`config.mk`:
```
export PLATFORM = sky130hd
export DESIGN_NAME = rx_control_flat
export DESIGN_NICKNAME = d
export VERILOG_FILES = /design/src/rtl/rx_control_if.sv /design/src/rtl/rx_control.sv /design/src/flat_wrapper.sv
export SDC_FILE = /design/constraint.sdc
export NUM_CORES = 1
export LEC_CHECK = 0
export ABC_AREA = 0
export CELL_PAD_IN_SITES_DETAIL_PLACEMENT = 0
export CELL_PAD_IN_SITES_GLOBAL_PLACEMENT = 1
export CORE_MARGIN = 8
export CORE_UTILIZATION = 44
export CTS_CLUSTER_DIAMETER = 150
export DETAILED_ROUTE_END_ITERATION = 10
export PLACE_DENSITY_LB_ADDON = 0.1
export SYNTH_ARGS = -nofsm -noshare
export SYNTH_HDL_FRONTEND = slang
export SYNTH_SLANG_ARGS = --single-unit
```
`constraint.sdc`:
```
create_clock -name clk -period 5.4 [get_ports clk]
set_input_delay 1.08 -clock clk [delete_from_list [all_inputs] [get_ports clk]]
set_output_delay 1.08 -clock clk [all_outputs]
set_load 0.005 [all_outputs]
```
`src/rtl/rx_control_if.sv`:
```
// Signal bundle between the UART receive timing controller and its line/data-path neighbours.
// The master drives line and frame configuration; the slave returns sample timing strobes.
interface rx_control_if #(
  parameter int unsigned BAUD_W = 20
);
  logic              rx;
  logic              bit8;
  logic              pen;
  logic [BAUD_W-1:0] baud;
  logic              btu;
  logic              done;
  logic              start;

  modport master (output rx, bit8, pen, baud, input btu, done, start);
  modport slave  (input rx, bit8, pen, baud, output btu, done, start);
endinterface

```
`src/rtl/rx_control.sv`:
```
// UART receive timing controller: start-bit detection and mid-bit sample strobes.
// Optional macro RXC_FALSE_START_EN: a start bit not still low at its sample point is dropped.
module rx_control #(
  parameter int unsigned BAUD_W = 20
) (
  input logic         clk,
  input logic         reset,
  rx_control_if.slave bus
);

  typedef enum logic [1:0] {StIdle, StStart, StData} state_e;

  state_e            state_q;
  logic              start_q;
  logic [BAUD_W-1:0] tm_cnt_q;
  logic [3:0]        bit_cnt_q;
  logic [BAUD_W-1:0] baud_q;
  logic              bit8_q;
  logic              pen_q;

  logic [BAUD_W-1:0] target_raw;
  logic [BAUD_W-1:0] target;
  logic [3:0]        frame_last;
  logic              tick;
  logic              fin;

  // Half a bit period while centring on the start bit, a full period afterwards.
  always_comb begin
    target_raw = (state_q == StStart) ? (baud_q >> 1) : baud_q;
    target     = (target_raw == '0) ? BAUD_W'(1) : target_raw;
    frame_last = 4'd8 + {3'b000, bit8_q} + {3'b000, pen_q};
    tick       = (state_q != StIdle) && (tm_cnt_q == target - BAUD_W'(1));
    fin        = tick && (state_q == StData) && (bit_cnt_q == frame_last);
  end

  assign bus.btu   = tick;
  assign bus.done  = fin;
  assign bus.start = start_q;

  always_ff @(posedge clk) begin
    if (!reset) begin
      state_q   <= StIdle;
      start_q   <= 1'b0;
      tm_cnt_q  <= '0;
      bit_cnt_q <= '0;
      baud_q    <= '0;
      bit8_q    <= 1'b0;
      pen_q     <= 1'b0;
    end else begin
      unique case (state_q)
        StIdle: begin
          tm_cnt_q  <= '0;
          bit_cnt_q <= '0;
          if (!bus.rx) begin
            state_q <= StStart;
            start_q <= 1'b1;
            baud_q  <= bus.baud;
            bit8_q  <= bus.bit8;
            pen_q   <= bus.pen;
          end
        end
        StStart: begin
          if (tick) begin
            tm_cnt_q <= '0;
`ifdef RXC_FALSE_START_EN
            if (bus.rx) begin
              state_q   <= StIdle;
              start_q   <= 1'b0;
              bit_cnt_q <= '0;
            end else begin
              state_q   <= StData;
              bit_cnt_q <= bit_cnt_q + 4'd1;
            end
`else
            state_q   <= StData;
            bit_cnt_q <= bit_cnt_q + 4'd1;
`endif
          end else begin
            tm_cnt_q <= tm_cnt_q + BAUD_W'(1);
          end
        end
        StData: begin
          if (tick) begin
            tm_cnt_q <= '0;
            if (fin) begin
              state_q   <= StIdle;
              start_q   <= 1'b0;
              bit_cnt_q <= '0;
            end else begin
              bit_cnt_q <= bit_cnt_q + 4'd1;
            end
          end else begin
            tm_cnt_q <= tm_cnt_q + BAUD_W'(1);
          end
        end
        default: begin
          state_q <= StIdle;
          start_q <= 1'b0;
        end
      endcase
    end
  end

endmodule

```
`src/flat_wrapper.sv`:
```
// flat-port wrapper written by rule: the top's interface ports become plain ports
module rx_control_flat 
#(
  parameter int unsigned BAUD_W = 20
)
  (clk, reset, bus_rx, bus_bit8, bus_pen, bus_baud, bus_btu, bus_done, bus_start);
  rx_control_if #(.BAUD_W(BAUD_W)) bus_i ();
  input logic clk;
  input logic reset;
  input wire logic [$bits(bus_i.rx)-1:0] bus_rx;
  input wire logic [$bits(bus_i.bit8)-1:0] bus_bit8;
  input wire logic [$bits(bus_i.pen)-1:0] bus_pen;
  input wire logic [$bits(bus_i.baud)-1:0] bus_baud;
  output wire logic [$bits(bus_i.btu)-1:0] bus_btu;
  output wire logic [$bits(bus_i.done)-1:0] bus_done;
  output wire logic [$bits(bus_i.start)-1:0] bus_start;
  assign bus_i.rx = bus_rx;
  assign bus_i.bit8 = bus_bit8;
  assign bus_i.pen = bus_pen;
  assign bus_i.baud = bus_baud;
  assign bus_btu = bus_i.btu;
  assign bus_done = bus_i.done;
  assign bus_start = bus_i.start;
  rx_control #(.BAUD_W(BAUD_W)) u_core (.clk(clk), .reset(reset), .bus(bus_i));
endmodule
```
==> summary.md, run 1 <==
| Metric | Value |
|---|---|
| Initial core utilization | 44.9% |
| Status | completed |
| Synthesized Nets | 502 |
| Dpl cell area | 4030 um^2 |
| H-tree Lvls | 2 |
| Seq cells post-synth | 49 |
| Startpoint type of the worst setup path | register |
| # IOs | 28 |
| Nets | 533 |
| Initial antenna violation count | 0 |
| Worst Setup SP | u_core.state_q[1] |
| Clock buffer depth | 2 |
| Worst hold slack | 0.464 ns |
| Final core occ | 53.1% |
| Post-route ant nets | 0 |
| Lkg Pwr | 1.66 nW |
| Reg-to-Reg Start | u_core.state_q[1] |
| PortBufs | 27 |
| Pwr dens | 438 nW/um^2 |
| Worst EP required | 4.32 ns |
| Mapped Area | 3630 um^2 |
| Core box area | 8090 um^2 |
| Reg2reg setup slack | 1.00 ns |
| Hold Fails Final Rpt | 0 |
| Post-synth EDFFs | 0 |
| Cts bufs inserted | 5 |
| Final WS setup | 0.367 ns |
| Drt total wl | 10000 um |
| Die Y | 107 um |
| Crit path capture | bus_done |
| Number of global-route vias before repair | 3250 |
| Unrepaired setup endpoints after global routing | false |
| Critical path class | register to primary output |
| WP data arrival | 3.95 ns |
| Reg area | 983 um^2 |
| Die area | 11400 um^2 |
| Post-synth top flop | dfxtp_1 |
| Pre-Repair DR Iteration Count | 5 |
| Unique masters post-synth | 67 |
| Via density | 5.76 |
| Worst Reg2Reg Path Length in Cells | 18 |
| DR WL/cell | 16.5 um |
| Hold Crit Class | register to register |
| DRC errors left | 0 |
| Sequential area share after synthesis | 27.0% |
| Area Overhead vs Synth | 18.2% |
| Fillers | 802 |
| Final setup vio count | 0 |
| Ys async rst share | 0% |
| Post-route clock skew | 0.0141 ns |
| VDD IR max | 0.171 mV |
| Most numerous cell in the Yosys netlist | nand2_1 |
| Yosys warnings | 0 |
| Max-Cap Viols | 0 |
| Worst Setup End Kind | primary output |
| Row cnt | 33 |
| Grt ovf | 0 |
| Gate Count Post-Synth | 468 |
| Reg2reg end | u_core.tm_cnt_q[11] |
| Final Cell Area | 4290 um^2 |
| Root Buffer Master | clkbuf_8 |
| Ant. Diodes | 0 |
| Max FO, Critical Path | 5 |
| Total track usage | 17.8% |
| RD Place Congestion | 0.870 |
| Worst slew pin tran | 1.00 ns |
| Initial drt markers | 189 |
| Post-synth top cells | 72 x nand2_1, 52 x a21oi_1, 49 x dfxtp_1 |
| Via Count | 3483 |
| Setup tns final | 0 ns |
| Share of cells above drive strength 1 | 12.4% |
| Largest net degree at the start of global routing | 35 |
| Area occupied by multi-input gates | 2560 um^2 |
| CTS tree | done |
| Minimum clock period | 5.03 ns |
| Max-slew headroom | 33.2% |
| Setup WS pre-CTS | 0.196 ns |
| Final HPWL DP | 7490 um |
| Yosys top cell by area | dfxtp_1 |
| Fmax | 199 MHz |
| Yosys top cell area share | 27.0% |
| Clock slew at reported path FFs | 0.10 ns |
| Slew Viols, Final | 0 |
| CTS sink count | 49 |
| Top cells by area, synth | dfxtp_1 27%, nand2_1 7.4%, a21oi_1 7.2% |
| First-pass GRT wire length | 16600 um |
| Syn Area/Cell | 7.76 um^2 |
| Chip width | 107 um |
| Skew-Pair Late Insertion Delay | 0.32 ns |
| Fin crit share | 93.2% |
==> critical path: stages, from the launching register on <==
cell and delay, ns:
dfxtp_2 0.33, inv_1 0.08, ha_4 0.19, a2111o_1 0.45
nand4b_1 0.24, o31ai_2 0.30, inv_1 0.09, ha_2 0.20
nor4b_4 0.14, nand2_1 0.10, buf_4 0.11, buf_4 0.10
a31oi_1 0.08, a32oi_2 0.26, o2111ai_2 0.16, nor4_2 0.25
o211a_1 0.24, and4_1 0.20, dlymetal6s2s_1 0.13
==> layer usage <==
metal	track usage (%)	wire, um	share of wire, %	vias to the layer above
met5	0	0	0	-
met4	5.53	149	1.5	0
met3	3.00	377	3.8	12
met2	27.2	4530	45	73
met1	24.9	4950	49	1631
li1	-	-	-	1767
==> layout make-up <==
cell class | instances | share of cell area [%]
multi-input combinational | 382 | 59.6
sequential | 49 | 22.9
timing repair buffer | 50 | 10.7
tap | 105 | 3.06
clock buffer | 5 | 1.60
clock inverter | 3 | 1.14
inverter | 11 | 0.962
==> cell families after synthesis <==
group                      after synthesis  share of synthesized area (%)
xor gates and xnor gates                28                           6.75
muxes                                   19                           5.37
adders and majority gates                9                           3.10
DFF                                     49                           27.0
and+or+nand+nor                        201                           30.8
buffers and inverters                   37                           4.62
AOI/OAI and AO/OA                      125                           22.4
==> cell usage in the layout (no fill, tap or decap), drive strengths merged, types with 9 or more instances in the layout <==
| master | netlist | layout |
|---|---|---|
| nand2 | 73 | 73 |
| nand2b | 15 | 15 |
| xnor2 | 20 | 20 |
| dfxtp | 49 | 49 |
| a21oi | 54 | 54 |
| nand3 | 16 | 16 |
| inv | 11 | 12 |
| clkdlybuf4s50 | 0 | 25 |
| o21ai | 11 | 11 |
| and3 | 22 | 22 |
| a31oi | 14 | 14 |
| ha | 9 | 9 |
| nor3 | 10 | 10 |
| nor2 | 13 | 13 |
| buf | 12 | 23 |
| mux2i | 15 | 15 |
==> how the worst min path moves through the flow <==
stage / to / slack, ns / depth (start not counted) / startpoint
5_1_grt: u_core.pen_q / 0.49 / 2 / u_core.pen_q
3_3_place_gp: u_core.pen_q / 0.45 / 2 / u_core.pen_q
6_report: u_core.pen_q / 0.46 / 2 / u_core.pen_q
3_5_place_dp: u_core.pen_q / 0.45 / 2 / u_core.pen_q
4_1_cts: u_core.pen_q / 0.47 / 2 / u_core.pen_q
2_1_floorplan: u_core.baud_q[0] / 0.44 / 2 / u_core.baud_q[0]
==> state kept, by name, indices dropped and copies added (netlist names) <==
name,count
u_core.bus.start,1
u_core.baud_q,20
u_core.tm_cnt_q,20
u_core.state_q,2
u_core.bit_cnt_q,4
u_core.pen_q,1
u_core.bit8_q,1
==> where the power goes <==
| group | switching [mW] | leakage (nW) | internal (mW) |
|---|---|---|---|
| registers | 0.0706 | 0.399 | 0.408 |
| logic | 0.616 | 1.20 | 0.502 |
| clock network | 0.141 | 0.0563 | 0.141 |
| total | 0.828 | 1.66 | 1.05 |
==> stage by stage <==
step           instances  power (mW)
2_1_floorplan        468        1.22
3_3_place_gp         588        1.47
3_5_place_dp         588        1.48
4_1_cts              601        1.83
5_1_grt              605        2.02
6_report             605        1.88
==> timing repair <==
| action | 4_1_cts | 5_1_grt |
|---|---|---|
| hold endpoints to repair | 0 | 0 |
| pin swaps | 9 | 8 |
| hold buffers | 0 | 0 |
| endpoints found under the setup margin | 2 | 2 |
| resized for setup | 11 | 6 |
| setup buffers | 5 | 4 |
(Power assumes the default switching activity.)
==> run 2, diff against run 1 <==
- HOLD_SLACK_MARGIN: unset -> 0.02
==> results of run 2 <==
No change in the layout: final DEF, timing and power equal those of run 1.
